===== config.mk =====
export PLATFORM = sky130hd
export DESIGN_NAME = multi_digit_display_driver
export DESIGN_NICKNAME = d
export VERILOG_FILES = /design/src/rtl/multi_digit_display_driver.sv
export SDC_FILE = /design/constraint.sdc
export NUM_CORES = 1
export LEC_CHECK = 0
export BUFFER_PORTS_ARGS = -buffer_cell sky130_fd_sc_hd__buf_2
export CORE_MARGIN = 10
export CORE_UTILIZATION = 50
export DETAILED_ROUTE_END_ITERATION = 10
export GPL_TIMING_DRIVEN = 0
export PLACE_DENSITY_LB_ADDON = 0.08
export SLEW_MARGIN = 20
export SYNTH_ARGS = -nofsm -noshare
export SYNTH_HDL_FRONTEND = slang
export SYNTH_SLANG_ARGS = --single-unit

===== constraint.sdc =====
create_clock -name clk -period 3 [get_ports clk]
set_input_delay 0.15 -clock clk [delete_from_list [all_inputs] [get_ports clk]]
set_output_delay 0.15 -clock clk [all_outputs]
set_load 0.005 [all_outputs]

===== src/rtl/multi_digit_display_driver.sv =====
// Multiplexed hex display driver: scans DIGITS digits (one-hot anode select,
// seven-segment font, decimal point) at SCAN_DIV clocks per digit slot. New
// display contents are staged in a pending register through a valid/ready
// handshake and applied only at a frame boundary, so a frame never tears.
module multi_digit_display_driver #(
    parameter int DIGITS   = 4,
    parameter int SCAN_DIV = 1000
) (
    input  logic                clk,
    input  logic                rst,
    input  logic                en,
    input  logic                blank_lz,
    input  logic [4*DIGITS-1:0] data_in,
    input  logic [DIGITS-1:0]   dp_in,
    input  logic                load_valid,
    output logic                load_ready,
    output logic [DIGITS-1:0]   an,
    output logic [6:0]          seg,
    output logic                dp
);

    localparam int PW = (SCAN_DIV > 1) ? $clog2(SCAN_DIV) : 1;
    localparam int IW = (DIGITS > 1) ? $clog2(DIGITS) : 1;
    localparam logic [PW-1:0] PRESC_LAST = PW'(SCAN_DIV - 1);
    localparam logic [IW-1:0] IDX_LAST   = IW'(DIGITS - 1);

    // Scan state
    logic [PW-1:0]       presc_q, presc_d;
    logic [IW-1:0]       idx_q, idx_d;
    // Display and pending registers
    logic [4*DIGITS-1:0] disp_data_q, disp_data_d;
    logic [DIGITS-1:0]   disp_dp_q, disp_dp_d;
    logic [4*DIGITS-1:0] pend_data_q;
    logic [DIGITS-1:0]   pend_dp_q;
    logic                pend_valid_q, pend_valid_d;
    // Registered outputs
    logic [DIGITS-1:0]   an_q, an_d;
    logic [6:0]          seg_q, seg_d;
    logic                dp_q, dp_d;

    logic                tick;
    logic                frame_end;
    logic                load_fire;
    logic [DIGITS-1:0]   blank_vec;
    logic                zero_above;
    logic [3:0]          cur_nib;
    logic                cur_dp;
    logic                cur_blank;

    // Hex nibble to active-high {g,f,e,d,c,b,a}.
    function automatic logic [6:0] font7(input logic [3:0] nib);
        case (nib)
            4'h0: font7 = 7'h3F;
            4'h1: font7 = 7'h06;
            4'h2: font7 = 7'h5B;
            4'h3: font7 = 7'h4F;
            4'h4: font7 = 7'h66;
            4'h5: font7 = 7'h6D;
            4'h6: font7 = 7'h7D;
            4'h7: font7 = 7'h07;
            4'h8: font7 = 7'h7F;
            4'h9: font7 = 7'h6F;
            4'hA: font7 = 7'h77;
            4'hB: font7 = 7'h7C;
            4'hC: font7 = 7'h39;
            4'hD: font7 = 7'h5E;
            4'hE: font7 = 7'h79;
            4'hF: font7 = 7'h71;
        endcase
    endfunction

    assign tick       = en && (presc_q == PRESC_LAST);
    assign frame_end  = tick && (idx_q == IDX_LAST);
    assign load_ready = ~pend_valid_q;
    assign load_fire  = en && load_valid && load_ready;

    // Next-state logic for the prescaler, digit index and display staging.
    always_comb begin
        // NOTE: every signal gets a default first so no path leaves it unassigned, which would infer a latch.
        presc_d      = presc_q;
        idx_d        = idx_q;
        disp_data_d  = disp_data_q;
        disp_dp_d    = disp_dp_q;
        pend_valid_d = pend_valid_q;
        if (en) begin
            if (tick) begin
                presc_d = '0;
                idx_d   = (idx_q == IDX_LAST) ? '0 : idx_q + 1'b1;
            end else begin
                presc_d = presc_q + 1'b1;
            end
        end
        // A load accepted on a boundary edge sees pending empty, so it waits a full frame.
        if (frame_end && pend_valid_q) begin
            disp_data_d  = pend_data_q;
            disp_dp_d    = pend_dp_q;
            pend_valid_d = 1'b0;
        end else if (load_fire) begin
            pend_valid_d = 1'b1;
        end
    end

    // Leading-zero mask: digit k>0 is blankable when it and every higher digit are zero.
    always_comb begin
        zero_above = 1'b1;
        blank_vec  = '0;
        for (int k = DIGITS - 1; k >= 0; k--) begin
            // NOTE: blocking '=' is intended here; zero_above must carry its updated value into the next iteration.
            zero_above = zero_above && (disp_data_q[4*k +: 4] == 4'h0);
            if (k != 0) begin
                blank_vec[k] = zero_above;
            end
        end
    end

    // Select the current digit's nibble, dp bit and blanking flag.
    always_comb begin
        cur_nib   = 4'h0;
        cur_dp    = 1'b0;
        cur_blank = 1'b0;
        for (int k = 0; k < DIGITS; k++) begin
            if (idx_q == IW'(k)) begin
                cur_nib   = disp_data_q[4*k +: 4];
                cur_dp    = disp_dp_q[k];
                cur_blank = blank_vec[k];
            end
        end
    end

    // Output next values; blank_lz is applied live, a blanked digit keeps its anode and dp.
    always_comb begin
        an_d  = en ? (DIGITS'(1) << idx_q) : '0;
        seg_d = (en && !(blank_lz && cur_blank)) ? font7(cur_nib) : 7'h00;
        dp_d  = en && cur_dp;
    end

    // Control and output registers with synchronous reset.
    always_ff @(posedge clk) begin
        if (rst) begin
            presc_q      <= '0;
            idx_q        <= '0;
            disp_data_q  <= '0;
            disp_dp_q    <= '0;
            pend_valid_q <= 1'b0;
            an_q         <= '0;
            seg_q        <= '0;
            dp_q         <= 1'b0;
        end else begin
            presc_q      <= presc_d;
            idx_q        <= idx_d;
            disp_data_q  <= disp_data_d;
            disp_dp_q    <= disp_dp_d;
            pend_valid_q <= pend_valid_d;
            an_q         <= an_d;
            seg_q        <= seg_d;
            dp_q         <= dp_d;
        end
    end

    // Pending payload capture on an accepted load.
    always_ff @(posedge clk) begin
        // NOTE: no reset on this data path; it is only consumed while pend_valid_q is set, which is reset.
        if (!rst && load_fire) begin
            pend_data_q <= data_in;
            pend_dp_q   <= dp_in;
        end
    end

    assign an  = an_q;
    assign seg = seg_q;
    assign dp  = dp_q;

endmodule


* Word-level counts from Yosys, hierarchy flattened
Memories as Yosys holds them, arrays and structs flattened. A register that Yosys moved wholly into a read port is not among the register bits. Cells that the tools add are included. W data, S select, Z words.
Storage, ports and cells: register bits 58, bits in read-only memories 112, bits of input ports 25, output and inout bits 13, logic and storage cells 54, memories 1
Memories:
- (name not given) | words 16, width 7, rd ports 1, clocked after Yosys merged registers in 1, wr ports 0, line 52 | case (nib)
Operators by class: $add $sub $neg 2, equal/unequal tests 4, shift-type cells 1, mux-type cells 13, bitwise gates (word level) 3, reductions and logical operators 21
Operators with widths (number):
- $mux W4 | 4
- $logic_not A4 Y1 | 3
- $logic_and A1 B1 Y1 | 11
- $add A10 B1 Y10 const B | 1
- $eq A10 B10 Y1 const B | 1
- $mux W10 | 1
- $mux W1 | 7
- $reduce_or A2 Y1 | 3
- $eq A2 B2 Y1 const B | 2
- $shl A1 B2 Y4 const A | 1
- $not A1 Y1 | 3
- $add A2 B1 Y2 const B | 1
- $eq A2 B1 Y1 const B | 1
- $logic_not A1 Y1 | 2
- $logic_not A2 Y1 | 1
- $mux W2 | 1
- $reduce_and A2 Y1 | 1

* Depth between registers and ports, before layout
Gate-level depths: netlist (run 1).
word-level depth 11, gate-level depth with buffers 11, depth with buffers taken out 10

* Worst setup path before layout (run 1)
No wires, ideal clock.
path type input to register, from input en, to register pend_data_q[0], enable pin, setup time 0.427 ns, data arrival time 2.133 ns, data required time 2.573 ns, slack 0.441 ns, cell stages on the path 3, cells stage by stage clkbuf_1 -> nand2b_1 -> nor3b_1
On the way: word-level cells in the longest chain between the ends 3
RTL lines:
- from (decl) | line 11 | input logic en,
- $logic_and A1 B1 Y1 (2 in a row) | line 75 | assign load_fire = en && load_valid && load_ready;
- $logic_and A1 B1 Y1 | line 163 | if (!rst && load_fire) begin
- to (signal assigned) | line 164 | pend_data_q <= data_in;
- to (decl) | line 33 | logic [4*DIGITS-1:0] pend_data_q;
Every way passes these cells. A chain may end at the register's enable or synchronous reset.

* Worst setup path after layout (run 1)
from register idx_q[0], to register seg_q[1] (netlist: seg[1])
On the way: word-level cells in the longest chain between the ends 9, elaborated cells between the ends (all ways) 16, those cells by class eq/ne (3); mux (7); bitwise (1); reduce/logical (5)
RTL lines:
- from (decl) | line 29 | logic [IW-1:0] idx_q, idx_d;
- from (signal assigned) | line 150 | idx_q <= idx_d;
- $eq A2 B1 Y1 | line 122 | if (idx_q == IW'(k)) begin
- $mux W1 (3 in a row) | line 122
- $logic_and A1 B1 Y1 | line 133 | seg_d = (en && !(blank_lz && cur_blank)) ? font7(cur_nib) : 7'h00;
- $logic_not A1 Y1 | line 133
- $logic_and A1 B1 Y1 | line 133
- $not A1 Y1 (no line)
- $reduce_or A2 Y1 (no line)
- to (decl) | line 38 | logic [6:0] seg_q, seg_d;
Parallel ways exist; a longest one is shown, timed or not.

==> results of run 1 <==
kinds of logic after synthesis:
group	count (synthesis)
mux	3
flops	65
fa+ha+maj	12
compound gates	46
xor+xnor	8
buf+inv	23
simple gates	112
power by group through the flow:
stage	logic (mW)	registers, mW	clock network (mW)
after floorplan	0.0230	0.948	0
after detailed placement	0.0525	0.947	0
after global routing	0.0820	0.929	0.766
after CTS	0.0722	0.928	0.729
final	0.0725	0.928	0.706
after global placement	0.0500	0.948	0
metrics by stage:
stage | hold slack, ns | area, sq um | instances
2_1_floorplan | 0.249 | 2710 | 269
4_1_cts | 0.0933 | 3370 | 412
3_5_place_dp | 0.328 | 2990 | 376
6_report | 0.114 | 3380 | 412
3_3_place_gp | 0.326 | 2970 | 375
5_1_grt | 0.153 | 3380 | 412
placed cells by master (no fill, tap or decap), types with 4 or more instances in the layout:
master,n
nand2b_1,5
nand2_1,51
inv_1,7
nor3_1,12
a221oi_1,5
clkbuf_1,10
nor4_1,4
dlygate4sd3_1,20
nand4_1,4
edfxtp_1,20
xnor2_1,5
nor2_1,12
buf_2,40
a21oi_1,27
dfxtp_1,45
clkbuf_8,9
ha_1,12
nor2b_1,4
timing repair:
action,CTS,global route
hold endpoints to repair,20,0
hold buffers,20,0
endpoints found under the setup margin,0,3
buffers inserted,0,0
gates resized for setup,0,1
final cells by class:
class	count	area (sq um)	area share
inverters	8	30.0	0.00889
clock buffers	10	128	0.0378
clock inverters	6	58.8	0.0174
multi-input cells	181	1110	0.329
plain buffers	15	72.6	0.0215
repair buffers	57	388	0.115
flip-flops and latches	65	1500	0.444
well taps	70	87.6	0.0259
worst min-delay path, cell delays in order:
cell and delay (ns):
buf_2 0.09, a21oi_1 0.06, nor3_1 0.12
routing by layer:
| layer | GRT usage | part of all wire | up-vias |
|---|---|---|---|
| met1 | 0.154 | 0.46 | 907 |
| met5 | 0 | 0 | - |
| met3 | 0.0647 | 0.065 | 10 |
| met4 | 0.0620 | 0.016 | 0 |
| met2 | 0.206 | 0.46 | 39 |
| li1 | - | - | 1071 |
flip-flops by register name, indices dropped and copies added, names as in the netlist:
register / flops
disp_data_q: 16
pend_data_q: 16
presc_q: 10
seg: 7
an: 4
disp_dp_q: 4
pend_dp_q: 4
idx_q: 2
dp: 1
pend_valid_q: 1
final timing paths:
| kind | cells after the start | end | start | slack, ns |
|---|---|---|---|---|
| hold reg to reg | 2 | disp_dp_q[2] | disp_dp_q[2] | 0.46 |
| setup reg to reg | 9 | seg[1] | idx_q[0] | 0.32 |
| hold / removal | 3 | pend_valid_q | load_valid | 0.11 |
| setup / recovery | 9 | seg[1] | idx_q[0] | 0.32 |
==> metrics.cfg, run 1 <==
[status]
status=finished clean

[die]
ios=38
row_count=26
initial_core_util=0.523
core_sq_um=5170
die_h_microns=93.6
die_area_sq_um=8760
die_w_microns=93.6

[logic_synthesis]
synth_warnings=0
synthCells=269
synth_simple_gate_area_frac=0.205
yosysMostFrequentCell=nand2_1
synthXorXnorAreaFrac=0.0259
synthFlopType=dfxtp_1
synth_edf_count=20
synth_nets=306
synth_compound_area_frac=0.110
ys_ff_latch=65
synth_top_family_by_area=simple AND/OR/NAND/NOR gates
ys_seq_area_frac=0.555
ys_top_cells_by_count=nand2_1 (51), dfxtp_1 (45), a21oi_1 (27)
synth_mux_area_frac=0.0111
synthAdderAreaFrac=0.0555
synth.top_cell.area_share=0.333
synth_area_sq_um=2710
yosysTopAreaCell=dfxtp_1
synth.top_cells.by_area=dfxtp_1 (33%), edfxtp_1 (22%), nand2_1 (7.1%)
ys_async_sr_fraction=0
synth_cell_types=46
avgSynthCellArea_sq_um=10.1

[setup_path]
critPathKind=register to register
cp_slowest_cell=o31ai_2
cp.required_ns=3.24
path_buf_inv=2
crit_chain=inv_1 > ha_1 > nor2b_1 > a221oi_1 > o31ai_2 > inv_1 > ha_1 > a21o_1 > a221oi_1
cpPeakStageDelay_ns=0.46
path_max_fanout=7
end_kind=register
cp-start-kind=register
path_delay_family=compound AO/OA/AOI/OAI gates
critical_path_arrival_ns=2.92

[timing]
worst_pin_slew_ns=0.733
fin_crit_sh=0.892
setup_viol=0
rsz0062_at_grt=false
fin_crit_ns=2.68
fmax_mhz=373
final-max-slew-violation-count=0
setup_ws_ns=0.323
slew_headroom=0.509
finalHoldViolCount=0
fin_skew_ns=0.00532
setup-tns-final_ns=0

[global_route]
antenna_found_initial=0
grt_pass1_vias=2031
grt_pass1_wl_microns=9270
globalRouteOverflowTotal=0
grt_usage=0.134
grt_max_degree=12

[clocking]
numCtsBuffers=9
cts_sinks=65
ctsHtreeMaxLevel=3
cts_root_buffer=clkbuf_8
clkSlewWorstSetupHoldPaths_ns=0.07
insertion_delay_ns=0.34
cts_tree=yes
cts_buffer_depth=2

[cells_and_area]
final_layout_size_suffix_gt1_frac=0.196
syn2layout_area_growth_pct=24.8
layout.nets=374
diodes=0
finish.utilization=0.653
num-fill-cells=422

[placement]
gp_congestion=0.844
hpwl_microns=3660
port_buffers=36
pre_cts_slack_ns=0.146

[worst_hold_path]
min_path_type=input port to register

[power_and_ir_drop]
leakagePower_nw=1.28
p_per_area_nw_per_um2=505
ir_drop_uv=291
p_clk_frac=0.414
power_switching_share=0.215
power.net_switching_uw=366
combPwrFrac=0.042
p_total_mw=1.71
p_int_mw=1.34
seqPwrFrac=0.544

[route]
drt_iter0_markers=74
postRouteAntennaNets=0
num_vias=2027
drcViolationCount=0
wl_per_cell_microns=13.2
vias_per_cell=4.92
routed_wl_microns=5450
dr.pass1.iters=4

[run]
maxCapViolCount=0

Note: power is estimated with default switching activity, not from simulation.
==> inputs of run 2 (changes only) <==
- ABC_AREA: not set -> 1
- clock period: 3 -> 2.55 ns (I/O delays scaled with it)
==> run 2 against run 1 <==
Net effect: worst hold slack worse by 0.042 ns; flip-flop and latch count unchanged; total power is 19% higher; count of clock-buffer cells in the layout grew 3; wire length up 3.5%; via count rose by 10%; clock skew rose by 0.0057 ns; sequential power grew 17%; clock power up 19%.
==> metrics.cfg, run 2 <==
[status]
status=finished clean

[timing]
rsz0062_at_grt=false
fmax_mhz=450  ; +21%
final-max-slew-violation-count=0  ; unchanged
fin_skew_ns=0.0110  ; +0.00569 ns
slew_headroom=0.644  ; +0.134
fin_crit_sh=0.871  ; -0.0214
fin_crit_ns=2.22  ; -0.456 ns
worst_pin_slew_ns=0.531  ; -0.202 ns
finalHoldViolCount=0  ; unchanged
setup_viol=0  ; unchanged

[route]
vias_per_cell=4.84  ; -1.5%
routed_wl_microns=5640  ; +3.5%
wl_per_cell_microns=12.2  ; -7.5%
drcViolationCount=0  ; unchanged
drt_iter0_markers=105  ; +42%
dr.pass1.iters=5  ; +1
num_vias=2233  ; +10%
postRouteAntennaNets=0  ; unchanged

[cells_and_area]
syn2layout_area_growth_pct=24.6
layout.nets=421  ; +13%
final_area_sq_um=3480  ; +3.1%
num-fill-cells=506  ; +20%
diodes=0  ; unchanged
final_layout_size_suffix_gt1_frac=0.213  ; +0.0175
mostFrequentLayoutCell=nand2_1
final_cell_mix=nand2_1 (47), dfxtp_1 (45), buf_2 (38), nor2_1 (38), nand3_1 (27)
reg.largest.list=disp_data_q (16), pend_data_q (16), presc_q (10)
finish.utilization=0.637  ; -0.0164

[logic_synthesis]
yosysMostFrequentCell=nand2_1
ys_seq_area_frac=0.537  ; -0.0181
synth_cell_types=31  ; -33%
synth.top_cell.area_share=0.322  ; -0.0109
synth_area_sq_um=2800  ; +3.4%
ys_async_sr_fraction=0  ; unchanged
synthFlopType=dfxtp_1
synth_warnings=0  ; unchanged
synth.top_cells.by_area=dfxtp_1 (32%), edfxtp_1 (21%), nand2_1 (6.4%)
yosysTopAreaCell=dfxtp_1
synth_edf_count=20  ; unchanged
synthCells=314  ; +17%
ys_top_cells_by_count=nand2_1 (48), dfxtp_1 (45), nor2_1 (38)
ys_ff_latch=65  ; unchanged
avgSynthCellArea_sq_um=8.91  ; -11%
synth_nets=351  ; +15%

[setup_path]
path_buf_inv=3  ; +1
cp-start-kind=register
cpPeakStageDelay_ns=0.42  ; -0.04 ns
path_delay_family=simple AND/OR/NAND/NOR gates
crit_chain=inv_1 > ha_1 > inv_1 > o21ai_0 > o21ai_0 > nand2_2 > inv_1 > ha_1 > nand3b_1 > nand3_1 > nand2_1 > nor2_1
end_kind=register
critical_path_arrival_ns=2.45  ; -0.47 ns
critPathKind=register to register
cp_slowest_cell=dfxtp_1
path_max_fanout=7  ; unchanged
cp.required_ns=2.78  ; -0.46 ns
crit_top_cell=inv_1

[global_route]
grt_pass1_wl_microns=9570  ; +3.3%
grt_usage=0.134  ; -0.000148
antenna_found_initial=0  ; unchanged
grt_max_degree=12  ; unchanged
globalRouteOverflowTotal=0  ; unchanged
grt_pass1_vias=2161  ; +6.4%

[clocking]
cts_tree=yes
cts_sinks=65  ; unchanged
insertion_delay_ns=0.34  ; about the same
clkSlewWorstSetupHoldPaths_ns=0.07  ; about the same
cts_root_buffer=clkbuf_8
cts_buffer_depth=2  ; unchanged
ctsHtreeMaxLevel=3  ; unchanged
post-cts-setup-buffers=0  ; unchanged
numCtsBuffers=9  ; unchanged

[power_and_ir_drop]
ir_drop_uv=418  ; +44%
p_per_area_nw_per_um2=580  ; +15%
leakagePower_nw=1.52  ; +19%

[placement]
gp_congestion=0.853  ; +1.0%
hpwl_microns=4050  ; +11%
port_buffers=37  ; +2.8%
dpl_cell_area_sq_um=3090  ; +3.6%

[die]
die_h_microns=94.8  ; +1.3%
core_sq_um=5470  ; +5.8%
initial_core_util=0.511  ; -0.0120
ios=38  ; unchanged
die_area_sq_um=8990  ; +2.6%
die_w_microns=94.8  ; +1.3%
row_count=27  ; +3.8%

[run]
maxCapViolCount=0  ; unchanged

[worst_hold_path]
min_path_type=input port to register

==> run 2: final timing paths <==
check	start	endpoint	slack, ns	depth (start not counted)
min reg2reg	presc_q[7]	presc_q[7]	0.48	1
max	idx_q[1]	seg[6]	0.33	12
max reg2reg	idx_q[1]	seg[6]	0.33	12
min	rst	presc_q[4]	0.07	2
==> run 2: cells by family (layout without fill, tap and decap cells) <==
group | after synthesis | in the layout | synth area share
buffers and inverters | 34 | 109 | 0.0546
xor gates and xnor gates | 1 | 1 | 0.00313
adders and majority gates | 12 | 12 | 0.0537
and+or+nand+nor | 150 | 150 | 0.253
AOI/OAI and AO/OA | 52 | 52 | 0.0988
DFF | 65 | 65 | 0.537
==> run 2: layout make-up <==
| class | instances | area, sq um | share of cell area |
|---|---|---|---|
| flip-flops and latches | 65 | 1500 | 0.431 |
| well taps | 72 | 90.1 | 0.0259 |
| repair buffers | 59 | 400 | 0.115 |
| clock inverters | 3 | 40.0 | 0.0115 |
| plain buffers | 7 | 51.3 | 0.0147 |
| clock buffers | 13 | 149 | 0.0427 |
| multi-input cells | 215 | 1150 | 0.330 |
| inverters | 27 | 101 | 0.0291 |
==> run 2: what timing repair did <==
item                                   in CTS  in global routing
hold buffers                               20                  0
resized for setup                           0                  1
setup endpoints to repair                   0                  1
endpoints found under the hold margin      20                  0
==> run 2: worst register-to-register path, delay by kind of cell (launching register included) <==
| kind | cells | cell delay, ns |
|---|---|---|
| compound gates | 2 | 0.30 |
| fa+ha+maj | 2 | 0.47 |
| buf+inv | 3 | 0.44 |
| flops | 1 | 0.42 |
| simple gates | 5 | 0.49 |
==> run 2: report_power, final <==
group | internal [mW] | switching (mW) | leakage (nW) | total, mW
Combinational | 0.0480 | 0.0372 | 0.873 | 0.0853
Sequential | 1.09 | 0.00816 | 0.548 | 1.09
Clock | 0.476 | 0.367 | 0.0974 | 0.843
Total | 1.61 | 0.412 | 1.52 | 2.02
==> run 2: through the flow <==
step                hold WS, ns  instances  setup TNS (ns)  power [mW]  worst slack (ns)
floorplan                 0.206        314               0        1.14             0.202
global placement          0.304        423          -13.80        1.18            -0.692
detailed placement        0.306        425               0        1.18             0.314
CTS                      0.0653        461               0        2.04             0.297
global route             0.0764        461               0        2.09            0.0193
finish                   0.0723        461               0        2.02             0.329
==> run 2: metal layers <==
metal | share of wire | GRT usage | wire length [microns] | vias up
met4 | 0.014 | 0.0499 | 80 | 0
met2 | 0.45 | 0.211 | 2510 | 56
li1 | - | - | - | 1180
met3 | 0.075 | 0.0555 | 425 | 9
met1 | 0.46 | 0.160 | 2620 | 988
met5 | 0 | 0 | 0 | -
==> inputs of run 3 (changes only) <==
--- a/config.mk
+++ b/config.mk
@@ -14,2 +14,3 @@
 export PLACE_DENSITY_LB_ADDON = 0.08
+export RECOVER_POWER = 100
 export SLEW_MARGIN = 20
==> constraint.sdc (replaced) <==
create_clock -name clk -period 2.55 [get_ports clk]
set_input_delay 0.3825 -clock clk [delete_from_list [all_inputs] [get_ports clk]]
set_output_delay 0.3825 -clock clk [all_outputs]
set_load 0.005 [all_outputs]
==> run 3 against run 2 <==
Net effect: non-clock buffer count decreased by 21; global-route usage decreased by 0.067 points; critical path depth increased by 2; highest routed layer unchanged; clock skew decreased by 0.0047 ns; largest power group unchanged; via count decreased by 5.1%.
==> metrics.cfg, run 3 (synthesis gave the netlist of run 2 again) <==
[die]
core_sq_um=5470  ; unchanged
initial_core_util=0.511  ; unchanged
ios=38  ; unchanged
row_count=27  ; unchanged
die_h_microns=94.8  ; unchanged
die_w_microns=94.8  ; unchanged
die_area_sq_um=8990  ; unchanged

[timing]
fin_crit_ns=2.32  ; +0.0959 ns
final-max-slew-violation-count=0  ; unchanged
worst_pin_slew_ns=0.539  ; +0.00737 ns
setup_viol=0  ; unchanged
fmax_mhz=432  ; -4.1%
rsz0062_at_grt=false
finalHoldViolCount=0  ; unchanged
fin_skew_ns=0.00634  ; -0.00467 ns
fin_crit_sh=0.909  ; +0.0376
slew_headroom=0.641  ; -0.00254
setup_ws_ns=0.233  ; -0.0959 ns

[route]
postRouteAntennaNets=0  ; unchanged
vias_per_cell=4.82  ; -0.53%
num_vias=2120  ; -5.1%
drt_iter0_markers=71  ; -32%
routed_wl_microns=5410  ; -4.0%
wl_per_cell_microns=12.3  ; +0.54%
dr.pass1.iters=4  ; -1
drcViolationCount=0  ; unchanged

[placement]
hpwl_microns=4000  ; -1.1%
port_buffers=37  ; unchanged
dpl_cell_area_sq_um=3100  ; +0.20%
gp_congestion=0.813  ; -4.6%
pre_cts_slack_ns=0.267  ; -0.0470 ns
dp.cells=424  ; -0.24%

[power_and_ir_drop]
p_per_area_nw_per_um2=585  ; +0.77%
power.net_switching_uw=392  ; -5.1%
ir_drop_uv=305  ; -27%
p_total_mw=1.85  ; -8.3%
seqPwrFrac=0.590  ; +0.049
p_int_mw=1.46  ; -9.1%
p_clk_frac=0.379  ; -0.038
combPwrFrac=0.031  ; -0.011
leakagePower_nw=1.37  ; -9.6%
power_switching_share=0.211  ; +0.00720

[global_route]
grt_max_degree=19  ; +7
grt_util_met1=0.168  ; +0.00838
grt_pass1_wl_microns=9490  ; -0.79%
antenna_found_initial=0  ; unchanged
met3_usage=0.0404  ; -0.0151
grt_pass1_vias=2108  ; -2.5%
globalRouteOverflowTotal=0  ; unchanged
grt_usage=0.133  ; -0.000667
top_usage_layer=met2
met2_usage=0.198  ; -0.0132

[clocking]
ctsResizeCount=0  ; unchanged
ctsHtreeMaxLevel=3  ; unchanged
clkSlewWorstSetupHoldPaths_ns=0.06  ; about the same
ctsHoldBuffers=0  ; -100%
cts_sinks=65  ; unchanged
cts_buffer_depth=2  ; unchanged
post-cts-setup-buffers=0  ; unchanged
cts_tree=yes
numCtsBuffers=9  ; unchanged
insertion_delay_ns=0.33  ; about the same
cts_root_buffer=clkbuf_8

[cells_and_area]
final_cells=440  ; -4.6%
num-fill-cells=534  ; +5.5%
diodes=0  ; unchanged
final_layout_size_suffix_gt1_frac=0.166  ; -0.0476
final_cell_mix=nand2_1 (48), nor2_1 (45), dfxtp_1 (45)
mostFrequentLayoutCell=nand2_1
layout.nets=400  ; -5.0%
final_area_sq_um=3170  ; -9.0%
reg.largest.list=disp_data_q (16), pend_data_q (16), presc_q (10)
finish.utilization=0.579  ; -0.0574
syn2layout_area_growth_pct=13.3

[setup_path]
path_max_fanout=7  ; unchanged
critPathKind=register to register
end_kind=register
cp-start-kind=register
cp.required_ns=2.78  ; about the same
critical_path_arrival_ns=2.55  ; +0.10 ns

[worst_hold_path]
min_path_type=input port to register

[status]
status=finished clean

[run]
maxCapViolCount=0  ; unchanged

[run 3: cell types whose count changed in the layout (fill, tap and decap cells not counted), sizes merged]
cell         before  now
dlygate4sd3      20    0
buf              43   30
clkbuf           16   29
bufinv            1    0
[run 3: worst paths after layout]
check | startpoint | end | slack (ns) | cells after the start
setup reg to reg | idx_q[1] | seg[2] | 0.23 | 14
setup / recovery | idx_q[1] | seg[2] | 0.23 | 14
hold reg to reg | presc_q[7] | presc_q[7] | 0.47 | 1
hold / removal | data_in[2] | pend_data_q[2] | 0.22 | 1
[run 3: critical path, stage by stage (launching register included)]
cell      delay, ns
dfxtp_1        0.41
inv_1          0.13
ha_1           0.26
inv_1          0.18
nand2_1        0.08
o21ai_0        0.08
o21ai_0        0.12
nand2_1        0.22
inv_1          0.12
ha_1           0.20
nand3b_1       0.18
nand2_1        0.08
nand2_1        0.05
nand3_1        0.06
inv_1          0.04
[run 3: per-stage QoR]
stage                     TNS [ns]  hold slack (ns)
after detailed placement         0            0.463
final                            0            0.223
after CTS                        0            0.207
after floorplan                  0            0.441
after global routing             0            0.209
after global placement       -1.20            0.455
[run 3: layout make-up]
cell class	count	area, sq um	share of cell area
Buffer	7	31.3	0.00987
Multi-Input combinational cell	215	1110	0.351
Clock inverter	2	10.0	0.00316
Inverter	27	101	0.0320
Timing Repair Buffer	38	180	0.0568
Sequential cell	65	1500	0.474
Clock buffer	14	143	0.0450
Tap cell	72	90.1	0.0284
[run 3: per-layer routing]
layer  share of wire  up-vias
met5               0        -
met1            0.48      940
li1                -     1135
met4          0.0072        0
met2            0.44       43
met3           0.066        2
[run 3: power by group through the flow]
stage,clock (mW),combinational (mW),sequential [mW]
floorplan,0,0.0254,1.12
global placement,0,0.0592,1.12
detailed placement,0,0.0638,1.12
CTS,0.725,0.0639,1.09
global route,0.756,0.0688,1.10
finish,0.703,0.0582,1.09
